==> config.mk <==
export PLATFORM = sky130hd
export DESIGN_NAME = elbeth_trap_unit_flat
export DESIGN_NICKNAME = d
export VERILOG_FILES = /design/src/rtl/elbeth_trap_unit_pkg.sv /design/src/rtl/elbeth_trap_unit_if.sv /design/src/rtl/elbeth_trap_priority.sv /design/src/rtl/elbeth_trap_unit.sv /design/src/flat_wrapper.sv
export SDC_FILE = /design/constraint.sdc
export NUM_CORES = 1
export LEC_CHECK = 0
export ABC_AREA = 1
export CORE_MARGIN = 3
export CORE_UTILIZATION = 34
export CTS_CLUSTER_SIZE = 24
export DETAILED_ROUTE_END_ITERATION = 10
export GPL_TIMING_DRIVEN = 0
export PLACE_DENSITY = 0.86
export SYNTH_ARGS = -nofsm -noshare
export SYNTH_HDL_FRONTEND = slang
export SYNTH_HIERARCHICAL = 1
export SYNTH_SLANG_ARGS = --single-unit
==> constraint.sdc <==
create_clock -name clk -period 2.35 [get_ports clk]
set_input_delay 0.235 -clock clk [delete_from_list [all_inputs] [get_ports clk]]
set_output_delay 0.235 -clock clk [all_outputs]
set_load 0.01 [all_outputs]
==> src/rtl/elbeth_trap_unit_pkg.sv <==
// Shared definitions for the elbeth trap sequencer: FSM states, exception
// cause codes, privilege encodings and the ecall cause helper.
package elbeth_trap_unit_pkg;

  typedef enum logic [1:0] {
    ST_IDLE     = 2'd0,
    ST_WAIT_MEM = 2'd1,
    ST_COMMIT   = 2'd2,
    ST_REDIRECT = 2'd3
  } state_t;

  localparam logic [3:0] ECODE_INSTR_MISALIGNED = 4'd0;
  localparam logic [3:0] ECODE_INSTR_FAULT      = 4'd1;
  localparam logic [3:0] ECODE_ILLEGAL          = 4'd2;
  localparam logic [3:0] ECODE_BREAKPOINT       = 4'd3;
  localparam logic [3:0] ECODE_LOAD_MISALIGNED  = 4'd4;
  localparam logic [3:0] ECODE_LOAD_FAULT       = 4'd5;
  localparam logic [3:0] ECODE_STORE_MISALIGNED = 4'd6;
  localparam logic [3:0] ECODE_STORE_FAULT      = 4'd7;
  localparam logic [3:0] ECODE_ECALL_U          = 4'd8;
  localparam logic [3:0] ECODE_NONE             = 4'd0;

  localparam logic [1:0] PRV_U = 2'd0;
  localparam logic [1:0] PRV_S = 2'd1;
  localparam logic [1:0] PRV_M = 2'd3;

  // Environment calls encode the caller's privilege in the cause.
  function automatic logic [3:0] ecall_code(input logic [1:0] prv);
    return ECODE_ECALL_U + {2'b00, prv};
  endfunction

endpackage

==> src/rtl/elbeth_trap_unit_if.sv <==
// Pipeline/CSR-facing signal bundle of the trap sequencer. The slave modport
// is the trap unit's view; master is the pipeline/CSR side driving it.
interface elbeth_trap_unit_if #(parameter int XLEN = 32);
  logic            if_misaligned, if_fault;
  logic [XLEN-1:0] if_pc;
  logic            id_illegal, id_ecall, id_ebreak, id_eret;
  logic [XLEN-1:0] id_pc;
  logic            mem_misaligned, mem_fault, mem_is_store, mem_busy;
  logic [XLEN-1:0] mem_addr, mem_pc;
  logic            wb_retire;
  logic [1:0]      prv;
  logic            io_interrupt;
  logic [XLEN-1:0] handler_pc, epc;

  logic            exception, eret;
  logic [3:0]      exception_code;
  logic [XLEN-1:0] exception_pc, exception_load_addr;
  logic            retire, stall, flush, redirect_valid, wait_timeout;
  logic [XLEN-1:0] redirect_pc;

  modport master (
    output if_misaligned, if_fault, if_pc, id_illegal, id_ecall, id_ebreak, id_eret, id_pc,
           mem_misaligned, mem_fault, mem_is_store, mem_busy, mem_addr, mem_pc,
           wb_retire, prv, io_interrupt, handler_pc, epc,
    input  exception, eret, exception_code, exception_pc, exception_load_addr,
           retire, stall, flush, redirect_valid, redirect_pc, wait_timeout
  );

  modport slave (
    input  if_misaligned, if_fault, if_pc, id_illegal, id_ecall, id_ebreak, id_eret, id_pc,
           mem_misaligned, mem_fault, mem_is_store, mem_busy, mem_addr, mem_pc,
           wb_retire, prv, io_interrupt, handler_pc, epc,
    output exception, eret, exception_code, exception_pc, exception_load_addr,
           retire, stall, flush, redirect_valid, redirect_pc, wait_timeout
  );
endinterface

==> src/rtl/elbeth_trap_priority.sv <==
// Combinational trap source selector: oldest stage wins (MEM > ID > IF).
// Interrupt source present only when ELBETH_TRAP_INTERRUPT_EN is defined.
module elbeth_trap_priority
  import elbeth_trap_unit_pkg::*;
#(
  parameter int XLEN = 32
) (
  input  logic            if_misaligned,
  input  logic            if_fault,
  input  logic [XLEN-1:0] if_pc,
  input  logic            id_illegal,
  input  logic            id_ecall,
  input  logic            id_ebreak,
  input  logic            id_eret,
  input  logic [XLEN-1:0] id_pc,
  input  logic            mem_misaligned,
  input  logic            mem_fault,
  input  logic            mem_is_store,
  input  logic [XLEN-1:0] mem_addr,
  input  logic [XLEN-1:0] mem_pc,
  input  logic [1:0]      prv,
`ifdef ELBETH_TRAP_INTERRUPT_EN
  input  logic            io_interrupt,
`endif
  output logic            valid,
  output logic [3:0]      code,
  output logic [XLEN-1:0] pc,
  output logic [XLEN-1:0] addr,
  output logic            is_eret
);

  // NOTE: every output gets a default before the priority chain so no path
  // leaves a variable unassigned, which would otherwise infer a latch.
  always_comb begin
    valid   = 1'b1;
    code    = ECODE_NONE;
    pc      = '0;
    addr    = '0;
    is_eret = 1'b0;
    if (mem_misaligned) begin
      code = mem_is_store ? ECODE_STORE_MISALIGNED : ECODE_LOAD_MISALIGNED;
      pc   = mem_pc;
      addr = mem_addr;
    end else if (mem_fault) begin
      code = mem_is_store ? ECODE_STORE_FAULT : ECODE_LOAD_FAULT;
      pc   = mem_pc;
      addr = mem_addr;
    end else if (id_illegal) begin
      code = ECODE_ILLEGAL;
      pc   = id_pc;
    end else if (id_ebreak) begin
      code = ECODE_BREAKPOINT;
      pc   = id_pc;
    end else if (id_ecall) begin
      code = ecall_code(prv);
      pc   = id_pc;
    end else if (id_eret) begin
      is_eret = 1'b1;
      pc      = id_pc;
    end else if (if_misaligned) begin
      code = ECODE_INSTR_MISALIGNED;
      pc   = if_pc;
    end else if (if_fault) begin
      code = ECODE_INSTR_FAULT;
      pc   = if_pc;
`ifdef ELBETH_TRAP_INTERRUPT_EN
    end else if (io_interrupt) begin
      // Cause is supplied by the CSR file; only the resume PC matters here.
      pc = id_pc;
`endif
    end else begin
      valid = 1'b0;
    end
  end

endmodule

==> src/rtl/elbeth_trap_unit.sv <==
// Trap sequencer ahead of the CSR file: capture, drain memory, commit, redirect.
// Optional interrupt source enabled by defining ELBETH_TRAP_INTERRUPT_EN.
module elbeth_trap_unit
  import elbeth_trap_unit_pkg::*;
#(
  parameter int XLEN       = 32,
  parameter int WAIT_LIMIT = 15
) (
  input logic                clk,
  input logic                rst,
  elbeth_trap_unit_if.slave  bus
);

  localparam int CNT_W = ($clog2(WAIT_LIMIT + 1) > 4) ? $clog2(WAIT_LIMIT + 1) : 4;

  state_t            state, state_nxt;
  logic [CNT_W-1:0]  wait_cnt;
  logic              forced;
  logic              sel_valid, sel_eret, capture, timeout_hit;
  logic [3:0]        sel_code, hold_code;
  logic [XLEN-1:0]   sel_pc, sel_addr, hold_pc, hold_addr;
  logic              hold_eret;

  elbeth_trap_priority #(.XLEN(XLEN)) u_priority (
    .if_misaligned  (bus.if_misaligned),
    .if_fault       (bus.if_fault),
    .if_pc          (bus.if_pc),
    .id_illegal     (bus.id_illegal),
    .id_ecall       (bus.id_ecall),
    .id_ebreak      (bus.id_ebreak),
    .id_eret        (bus.id_eret),
    .id_pc          (bus.id_pc),
    .mem_misaligned (bus.mem_misaligned),
    .mem_fault      (bus.mem_fault),
    .mem_is_store   (bus.mem_is_store),
    .mem_addr       (bus.mem_addr),
    .mem_pc         (bus.mem_pc),
    .prv            (bus.prv),
`ifdef ELBETH_TRAP_INTERRUPT_EN
    .io_interrupt   (bus.io_interrupt),
`endif
    .valid          (sel_valid),
    .code           (sel_code),
    .pc             (sel_pc),
    .addr           (sel_addr),
    .is_eret        (sel_eret)
  );

`ifndef ELBETH_TRAP_INTERRUPT_EN
  logic unused_irq;
  assign unused_irq = bus.io_interrupt;
`endif

  assign capture     = (state == ST_IDLE) && sel_valid;
  assign timeout_hit = (state == ST_WAIT_MEM) && bus.mem_busy &&
                       (wait_cnt == CNT_W'(WAIT_LIMIT - 1));

  // NOTE: sequential state uses non-blocking assignments so every register
  // samples pre-edge values regardless of block evaluation order.
  always_ff @(posedge clk) begin
    if (rst) state <= ST_IDLE;
    else     state <= state_nxt;
  end

  always_comb begin
    state_nxt = state;
    unique case (state)
      ST_IDLE:     if (capture) state_nxt = bus.mem_busy ? ST_WAIT_MEM : ST_COMMIT;
      ST_WAIT_MEM: if (!bus.mem_busy || timeout_hit) state_nxt = ST_COMMIT;
      ST_COMMIT:   state_nxt = ST_REDIRECT;
      ST_REDIRECT: state_nxt = ST_IDLE;
      default:     state_nxt = ST_IDLE;
    endcase
  end

  always_ff @(posedge clk) begin
    if (rst) begin
      wait_cnt <= '0;
      forced   <= 1'b0;
    end else begin
      wait_cnt <= (state == ST_WAIT_MEM) ? wait_cnt + 1'b1 : '0;
      if (capture)          forced <= 1'b0;
      else if (timeout_hit) forced <= 1'b1;
    end
  end

  // NOTE: holding registers carry no reset; they are only visible while the
  // FSM sits in COMMIT/REDIRECT, which is always preceded by a capture.
  always_ff @(posedge clk) begin
    if (capture) begin
      hold_code <= sel_code;
      hold_pc   <= sel_pc;
      hold_addr <= sel_addr;
      hold_eret <= sel_eret;
    end
  end

  // Reset masks every output so a trap caught mid-flight emits no strobe.
  always_comb begin
    bus.exception           = 1'b0;
    bus.eret                = 1'b0;
    bus.exception_code      = '0;
    bus.exception_pc        = '0;
    bus.exception_load_addr = '0;
    bus.retire              = 1'b0;
    bus.stall               = 1'b0;
    bus.flush               = 1'b0;
    bus.redirect_valid      = 1'b0;
    bus.redirect_pc         = '0;
    bus.wait_timeout        = 1'b0;
    if (!rst) begin
      unique case (state)
        ST_IDLE: begin
          bus.stall  = capture;
          bus.retire = bus.wb_retire && !capture;
        end
        ST_WAIT_MEM: bus.stall = 1'b1;
        ST_COMMIT: begin
          bus.stall               = 1'b1;
          bus.flush               = 1'b1;
          bus.exception           = !hold_eret;
          bus.eret                = hold_eret;
          bus.exception_code      = hold_code;
          bus.exception_pc        = hold_pc;
          bus.exception_load_addr = hold_addr;
          bus.wait_timeout        = forced;
        end
        ST_REDIRECT: begin
          bus.stall          = 1'b1;
          bus.flush          = 1'b1;
          bus.redirect_valid = 1'b1;
          bus.redirect_pc    = hold_eret ? bus.epc : bus.handler_pc;
        end
        default: ;
      endcase
    end
  end

endmodule
==> src/flat_wrapper.sv <==
// flat-port wrapper written by rule: the top's interface ports become plain ports
module elbeth_trap_unit_flat import elbeth_trap_unit_pkg::*;
#(
  parameter int XLEN       = 32,
  parameter int WAIT_LIMIT = 15
)
  (clk, rst, bus_if_misaligned, bus_if_fault, bus_if_pc, bus_id_illegal, bus_id_ecall, bus_id_ebreak, bus_id_eret, bus_id_pc, bus_mem_misaligned, bus_mem_fault, bus_mem_is_store, bus_mem_busy, bus_mem_addr, bus_mem_pc, bus_wb_retire, bus_prv, bus_io_interrupt, bus_handler_pc, bus_epc, bus_exception, bus_eret, bus_exception_code, bus_exception_pc, bus_exception_load_addr, bus_retire, bus_stall, bus_flush, bus_redirect_valid, bus_redirect_pc, bus_wait_timeout);
  elbeth_trap_unit_if #(.XLEN(XLEN)) bus_i ();
  input logic clk;
  input logic rst;
  input wire logic [$bits(bus_i.if_misaligned)-1:0] bus_if_misaligned;
  input wire logic [$bits(bus_i.if_fault)-1:0] bus_if_fault;
  input wire logic [$bits(bus_i.if_pc)-1:0] bus_if_pc;
  input wire logic [$bits(bus_i.id_illegal)-1:0] bus_id_illegal;
  input wire logic [$bits(bus_i.id_ecall)-1:0] bus_id_ecall;
  input wire logic [$bits(bus_i.id_ebreak)-1:0] bus_id_ebreak;
  input wire logic [$bits(bus_i.id_eret)-1:0] bus_id_eret;
  input wire logic [$bits(bus_i.id_pc)-1:0] bus_id_pc;
  input wire logic [$bits(bus_i.mem_misaligned)-1:0] bus_mem_misaligned;
  input wire logic [$bits(bus_i.mem_fault)-1:0] bus_mem_fault;
  input wire logic [$bits(bus_i.mem_is_store)-1:0] bus_mem_is_store;
  input wire logic [$bits(bus_i.mem_busy)-1:0] bus_mem_busy;
  input wire logic [$bits(bus_i.mem_addr)-1:0] bus_mem_addr;
  input wire logic [$bits(bus_i.mem_pc)-1:0] bus_mem_pc;
  input wire logic [$bits(bus_i.wb_retire)-1:0] bus_wb_retire;
  input wire logic [$bits(bus_i.prv)-1:0] bus_prv;
  input wire logic [$bits(bus_i.io_interrupt)-1:0] bus_io_interrupt;
  input wire logic [$bits(bus_i.handler_pc)-1:0] bus_handler_pc;
  input wire logic [$bits(bus_i.epc)-1:0] bus_epc;
  output wire logic [$bits(bus_i.exception)-1:0] bus_exception;
  output wire logic [$bits(bus_i.eret)-1:0] bus_eret;
  output wire logic [$bits(bus_i.exception_code)-1:0] bus_exception_code;
  output wire logic [$bits(bus_i.exception_pc)-1:0] bus_exception_pc;
  output wire logic [$bits(bus_i.exception_load_addr)-1:0] bus_exception_load_addr;
  output wire logic [$bits(bus_i.retire)-1:0] bus_retire;
  output wire logic [$bits(bus_i.stall)-1:0] bus_stall;
  output wire logic [$bits(bus_i.flush)-1:0] bus_flush;
  output wire logic [$bits(bus_i.redirect_valid)-1:0] bus_redirect_valid;
  output wire logic [$bits(bus_i.redirect_pc)-1:0] bus_redirect_pc;
  output wire logic [$bits(bus_i.wait_timeout)-1:0] bus_wait_timeout;
  assign bus_i.if_misaligned = bus_if_misaligned;
  assign bus_i.if_fault = bus_if_fault;
  assign bus_i.if_pc = bus_if_pc;
  assign bus_i.id_illegal = bus_id_illegal;
  assign bus_i.id_ecall = bus_id_ecall;
  assign bus_i.id_ebreak = bus_id_ebreak;
  assign bus_i.id_eret = bus_id_eret;
  assign bus_i.id_pc = bus_id_pc;
  assign bus_i.mem_misaligned = bus_mem_misaligned;
  assign bus_i.mem_fault = bus_mem_fault;
  assign bus_i.mem_is_store = bus_mem_is_store;
  assign bus_i.mem_busy = bus_mem_busy;
  assign bus_i.mem_addr = bus_mem_addr;
  assign bus_i.mem_pc = bus_mem_pc;
  assign bus_i.wb_retire = bus_wb_retire;
  assign bus_i.prv = bus_prv;
  assign bus_i.io_interrupt = bus_io_interrupt;
  assign bus_i.handler_pc = bus_handler_pc;
  assign bus_i.epc = bus_epc;
  assign bus_exception = bus_i.exception;
  assign bus_eret = bus_i.eret;
  assign bus_exception_code = bus_i.exception_code;
  assign bus_exception_pc = bus_i.exception_pc;
  assign bus_exception_load_addr = bus_i.exception_load_addr;
  assign bus_retire = bus_i.retire;
  assign bus_stall = bus_i.stall;
  assign bus_flush = bus_i.flush;
  assign bus_redirect_valid = bus_i.redirect_valid;
  assign bus_redirect_pc = bus_i.redirect_pc;
  assign bus_wait_timeout = bus_i.wait_timeout;
  elbeth_trap_unit #(.XLEN(XLEN), .WAIT_LIMIT(WAIT_LIMIT)) u_core (.clk(clk), .rst(rst), .bus(bus_i));
endmodule
# [After elaboration in Yosys (flattened, before gate mapping)]
# Cells that the tools add are included.
[op_classes] add_sub_neg=2 n_eq_ne=6 mux=56 n_bitwise=1 n_reduce_logical=15
[ops] op="32-bit two-way mux" n=17
[ops] op="4-bit two-way mux" n=7
[ops] op="1-bit two-way mux" n=25
[ops] op="2-bit two-way mux" n=5
[ops] op="2-bit case mux with 4 select lines" n=1
[ops] op="2-bit OR reduction" n=3
[ops] op="5-bit OR reduction" n=1
[ops] op="4-bit by 1-bit adder with 4-bit output (second input constant)" n=1
[ops] op="4-bit by 2-bit adder with 4-bit output (first input constant)" n=1
[ops] op="2-bit == test (second input constant)" n=2
[ops] op="4-bit == test (second input constant)" n=1
[ops] op="1-bit logical AND" n=4
[ops] op="2-bit by 1-bit inequality test with 1-bit output (second input constant)" n=2
[ops] op="1-bit zero test" n=3
[ops] op="3-bit OR reduction" n=1
[ops] op="2-bit by 1-bit == test with 1-bit output (second input constant)" n=1
[ops] op="2-bit zero test" n=1
[ops] op="1-bit case mux with 2 select lines" n=1
[ops] op="2-bit AND reduction" n=1
[ops] op="1-bit logical OR" n=1
[ops] op="1-bit inverter" n=1
[totals] reg_bits=76 in_bits=208 output_inout_bits=107 wordCells=87

# [Longest topological paths before layout]
[depth] ltp_word=13 mapped_depth=11 mapped_depth_nobuf=10

# [Cells and area by module]
# The synthesis kept the hierarchy.
[modules_own_cells] module="elbeth_trap_unit" instances=1 cells_per_inst=391 area_each_um2=3729.8 seq_area_each_um2=2212.1
[modules_own_cells] module="elbeth_trap_priority" instances=1 cells_per_inst=325 area_each_um2=1376.3 seq_area_each_um2=0.0

# [Worst setup path after synthesis]
# No wires, ideal clock.
[synth_timing] path_type="input port to flip-flop" start="in bus_if_fault" end="reg u_core.hold_addr[0] (enable)" setup_time_ps=424 t_arrival_ps=2088 t_required_ps=1926 path_slack_ps=-162 path_stages=7 path_buffers=2 cell_sequence="or2_1 buf_6 buf_6 nor2_1 nand2_1 nand2_1 inv_1"
[synth_between] elab_chain_len=9
[synth_rtl] element="from (decl)" line="flat_wrapper.sv:12" text="input wire logic [$bits(bus_i.if_fault)-1:0] bus_if_fault;"
[synth_rtl] element="1-bit two-way mux" line="elbeth_trap_priority.sv:63" text="end else if (if_fault) begin"
[synth_rtl] element="1-bit two-way mux" line="elbeth_trap_priority.sv:60" text="end else if (if_misaligned) begin"
[synth_rtl] element="1-bit two-way mux" line="elbeth_trap_priority.sv:57" text="end else if (id_eret) begin"
[synth_rtl] element="1-bit two-way mux" line="elbeth_trap_priority.sv:54" text="end else if (id_ecall) begin"
[synth_rtl] element="1-bit two-way mux" line="elbeth_trap_priority.sv:51" text="end else if (id_ebreak) begin"
[synth_rtl] element="1-bit two-way mux" line="elbeth_trap_priority.sv:48" text="end else if (id_illegal) begin"
[synth_rtl] element="1-bit two-way mux" line="elbeth_trap_priority.sv:44" text="end else if (mem_fault) begin"
[synth_rtl] element="1-bit two-way mux" line="elbeth_trap_priority.sv:40" text="if (mem_misaligned) begin"
[synth_rtl] element="named net u_core.sel_valid" line="elbeth_trap_unit.sv:19" text="logic sel_valid, sel_eret, capture, timeout_hit;"
[synth_rtl] element="1-bit logical AND" line="elbeth_trap_unit.sv:54" text="assign capture = (state == ST_IDLE) && sel_valid;"
[synth_rtl] element="named net u_core.capture" line="elbeth_trap_unit.sv:19"
[synth_rtl] element="to (signal assigned)" line="elbeth_trap_unit.sv:93" text="hold_addr <= sel_addr;"
[synth_rtl] element="to (decl)" line="elbeth_trap_unit.sv:21" text="logic [XLEN-1:0] sel_pc, sel_addr, hold_pc, hold_addr;"
# The timed path passes the listed nets, and every way through them passes these cells.
# A chain may end at the register's enable or synchronous reset.

# [Worst setup path after layout]
[layout_timing] start="reg u_core.hold_eret" end="out bus_redirect_pc[6]"
[layout_between] elab_chain_len=3
[layout_rtl] element="from (decl)" line="elbeth_trap_unit.sv:22" text="logic hold_eret;"
[layout_rtl] element="from (signal assigned)" line="elbeth_trap_unit.sv:94" text="hold_eret <= sel_eret;"
[layout_rtl] element="32-bit two-way mux" line="elbeth_trap_unit.sv:132" text="bus.redirect_pc = hold_eret ? bus.epc : bus.handler_pc;"
[layout_rtl] element="32-bit two-way mux" line="elbeth_trap_unit.sv:112" text="unique case (state)"
[layout_rtl] element="32-bit two-way mux" line="elbeth_trap_unit.sv:111" text="if (!rst) begin"
[layout_rtl] element="to (decl)" line="flat_wrapper.sv:39" text="output wire logic [$bits(bus_i.redirect_pc)-1:0] bus_redirect_pc;"
# No other way between the ends.

==> impl_results.md <==
- Input/output buffers: 312
- Netlist cell types: 27
- Max VDD drop: ~430 µV
- Max-cap violations: 0
- Total number of vias: around 5600
- Crit path cell chain: buf_4, inv_2, buf_2, nor2_1, nor3_2, clkdlybuf4s50_1
- Worst path max stage delay: 620 ps
- Arr. time, crit path: 2030 ps
- Clock share of power: 0.243
- Layout cells sized above 1: 0.09952
- Leading area contributor after synthesis: edfxtp_1
- Clock transition at path regs: about 60 ps
- Cell Int Power: ~4700 µW
- RSZ-0062 raised after global routing: no
- Type of origin of the critical path: flip-flop
- Final slew viol count: 0
- Largest net degree at the start of global routing: between 40 and 50
- Hold Vio Cnt, Final: 0
- Synth Register Bits: 76
- Filler Cell Count: about 1300
- Crit Path Max Fanout: 10
- Layout Skew: 12.20 ps
- DP Area: around 0.0085 mm²
- Endpoint class of the critical path: output port
- Worst rel slew slack: 0.6966
- Routed length per instance: around 16 µm
- Number of global-route vias before repair: 5330
- Remaining antenna violation count: 0
- CTS max path bufs: 2
- Top cells by area, synth: edfxtp_1 41%, nand2_1 17%, nor2_1 13%, inv_1 5.7%, nor3_2 5.5%
- Core area: 0.01459 mm²
- Final HPWL DP: 15330 µm
- CP bufs+invs: 4
- Clk sinks: 76
- Total track usage: 0.2186
- Post-Syn Area: about 0.0051 mm²
- Synth top area share: 0.4058
- Worst-skew pair later-pin latency: approximately 330 ps
- First-pass GRT wire length: between 20000 and 30000 µm
- Crit path time final: around 2300 ps
- # H-tree levels: 3
- Multi-input logic area: between 0.002 and 0.0025 mm²
- First-pass DRT Iterations: 5
- WS Path Type: reg -> out
- Slowest cell on crit path: clkdlybuf4s50_1
- Avg Vias per Cell: around 4.6
- Die W: 128.6 µm
- Fmax: approximately 440 MHz
- I/O pin count: 315
- Num rows: 44
- Global route total overflow: 0
- Final setup fails: 0
- CTS tree: built
- LEAKAGE: ~0.0042 µW
- Combinational Power Share: 0.406
- Status: finished clean
- FF/Latch Area: approximately 0.0022 mm²
- Root Buffer: clkbuf_16
- Antenna fix cells: 0
- WP data required: between 2000 and 2500 ps
- Post-synthesis sequential area ratio: 0.4332
- Die Y: about 130 µm
- Fin cells: approximately 1200
- Post-route cell area: 0.008955 mm²
- Area grow syn2layout: 75.37%
- Routability Congestion: approximately 0.92
- Nets: around 1300
- Final WL: ~19000 µm
- Syn Inst Count: a little over 700
- Syn_nets: 931
- CTS Buf Count: 9
- Crit-path leading delay family: buffers and inverters
- Worst-Margin Slew: around 460 ps
- Starting DRT DRC Count: between 200 and 300
- Sw frac: 0.3356
- Final period util: 0.9653
- Initial antenna violation count: 0
- DRC: 0
- Initial Utilization: 0.3500
- Pwr/cell area: approximately 780 mW/mm²
- Placed Cells: about 1200
- Sw Pwr: between 2000 and 2500 µW
- Reg power frac: 0.352
- Min-delay worst type: in -> reg
- DIE AREA: 0.01653 mm²
- Ys Warns: 6
- Syn Area/Cell: between 7 and 8 µm²
- WHS: slightly above 300 ps
## placed cells by master, fill, tap and decap left out, drive strengths merged
master	count
dlymetal6s2s	21
nand2	234
clkinvlp	2
a21oi	15
o21ai	13
buf	45
nand3	25
dfxtp	7
or2	2
bufinv	4
dlygate4sd2	7
edfxtp	69
xnor2	1
inv	81
o21a	1
ha	7
nor2	183
nor3	31
clkdlybuf4s50	284
clkbuf	10
clkinv	3
## flip-flops by register name, summed over array words and instances, names as in the netlist
| signal | cells |
|---|---|
| u_core/hold_eret | 1 |
| u_core/wait_cnt | 4 |
| u_core/hold_addr | 32 |
| u_core/hold_pc | 32 |
| u_core/forced | 1 |
| u_core/hold_code | 4 |
| u_core/state | 2 |
## worst min-delay path: stages
cell,delay [ps]
buf_6,140
clkinv_4,90
nand2_1,50
nor2_1,70
## final timing paths
check / depth (start not counted) / to / slack, ps / start
max: 6 / bus_redirect_pc[6] / 80 / u_core/hold_eret$_DFFE_PP_
min: 4 / u_core/state[0]$_SDFFE_PP0P_ / 300 / rst
max reg2reg: 5 / u_core/hold_pc[5]$_DFFE_PP_ / 540 / u_core/state[1]$_SDFFE_PP0P_
min reg2reg: 1 / u_core/wait_cnt[0]$_SDFF_PP0_ / 460 / u_core/wait_cnt[0]$_SDFF_PP0_
## repair_timing
item / 4_1_cts / 5_1_grt
gates resized for setup: 22 / 24
endpoints found under the setup margin: 142 / 66
cloned: 1 / 0
hold buffers: 0 / 0
setup buffers: 0 / 0
## cell type report
cell class                 count  share of cell area
buffer                        45             0.03800
clock buffer                   9             0.02515
clock inverter                 7             0.01635
inverter                      82             0.03591
multi-input combinational    512              0.2551
sequential                    76              0.2470
tap                          184             0.02571
timing repair buffer         313              0.3559
timing repair inverter         1           0.0008383
## power by group through the flow
| stage | registers, µW | clock network (µW) | logic (µW) |
|---|---|---|---|
| CTS | 2480 | 1740 | 2880 |
| floorplan | 2470 | 0 | 1480 |
| finish | 2470 | 1710 | 2850 |
| global route | 2530 | 1810 | 3110 |
| detailed placement | 2500 | 0 | 2790 |
| global placement | 2520 | 0 | 2680 |
## logic make-up after synthesis
| family | synth area share |
|---|---|
| compound gates | 0.02891 |
| buf+inv | 0.1228 |
| simple gates | 0.3962 |
| fa+ha+maj | 0.01715 |
| flops | 0.4332 |
| xor+xnor | 0.001716 |
## metrics by stage
step	power (µW)	setup TNS, ps	worst slack [ps]	util
3_3_place_gp	5208	-89850	-1288	0.5803
2_1_floorplan	3944	0	5.580	-
4_1_cts	7095	-3.789	-3.789	0.6097
3_5_place_dp	5294	-38680	-645.5	0.5816
5_1_grt	7449	0	0.8260	0.6138
6_report	7028	0	81.55	0.6138
## Yosys cell counts
library cell,number
buf_4,5
nor2_2,2
buf_6,10
a21oi_1,15
nor3_1,3
clkinv_4,1
buf_2,29
ha_1,7
nand2_2,2
o21a_1,1
dfxtp_1,7
edfxtp_1,69
o21ai_1,10
o21ai_0,3
nor3_2,28
or2_2,1
clkbuf_1,1
inv_1,78
nand2_4,1
or2_1,1
inv_2,3
nor2_1,180
nor2_4,1
xnor2_1,1
nand3_1,25
nand2_1,231
buf_8,1
## routing by layer
metal | routed length [µm] | global-route usage | vias to the layer above
li1 | - | - | 2838
met1 | 7033 | 0.2335 | 2487
met2 | 10040 | 0.4137 | 273
met3 | 1811 | 0.06600 | 16
met4 | 388 | 0.06300 | 0
met5 | 0 | 0 | -
Note: power is estimated with default switching activity, not from simulation.
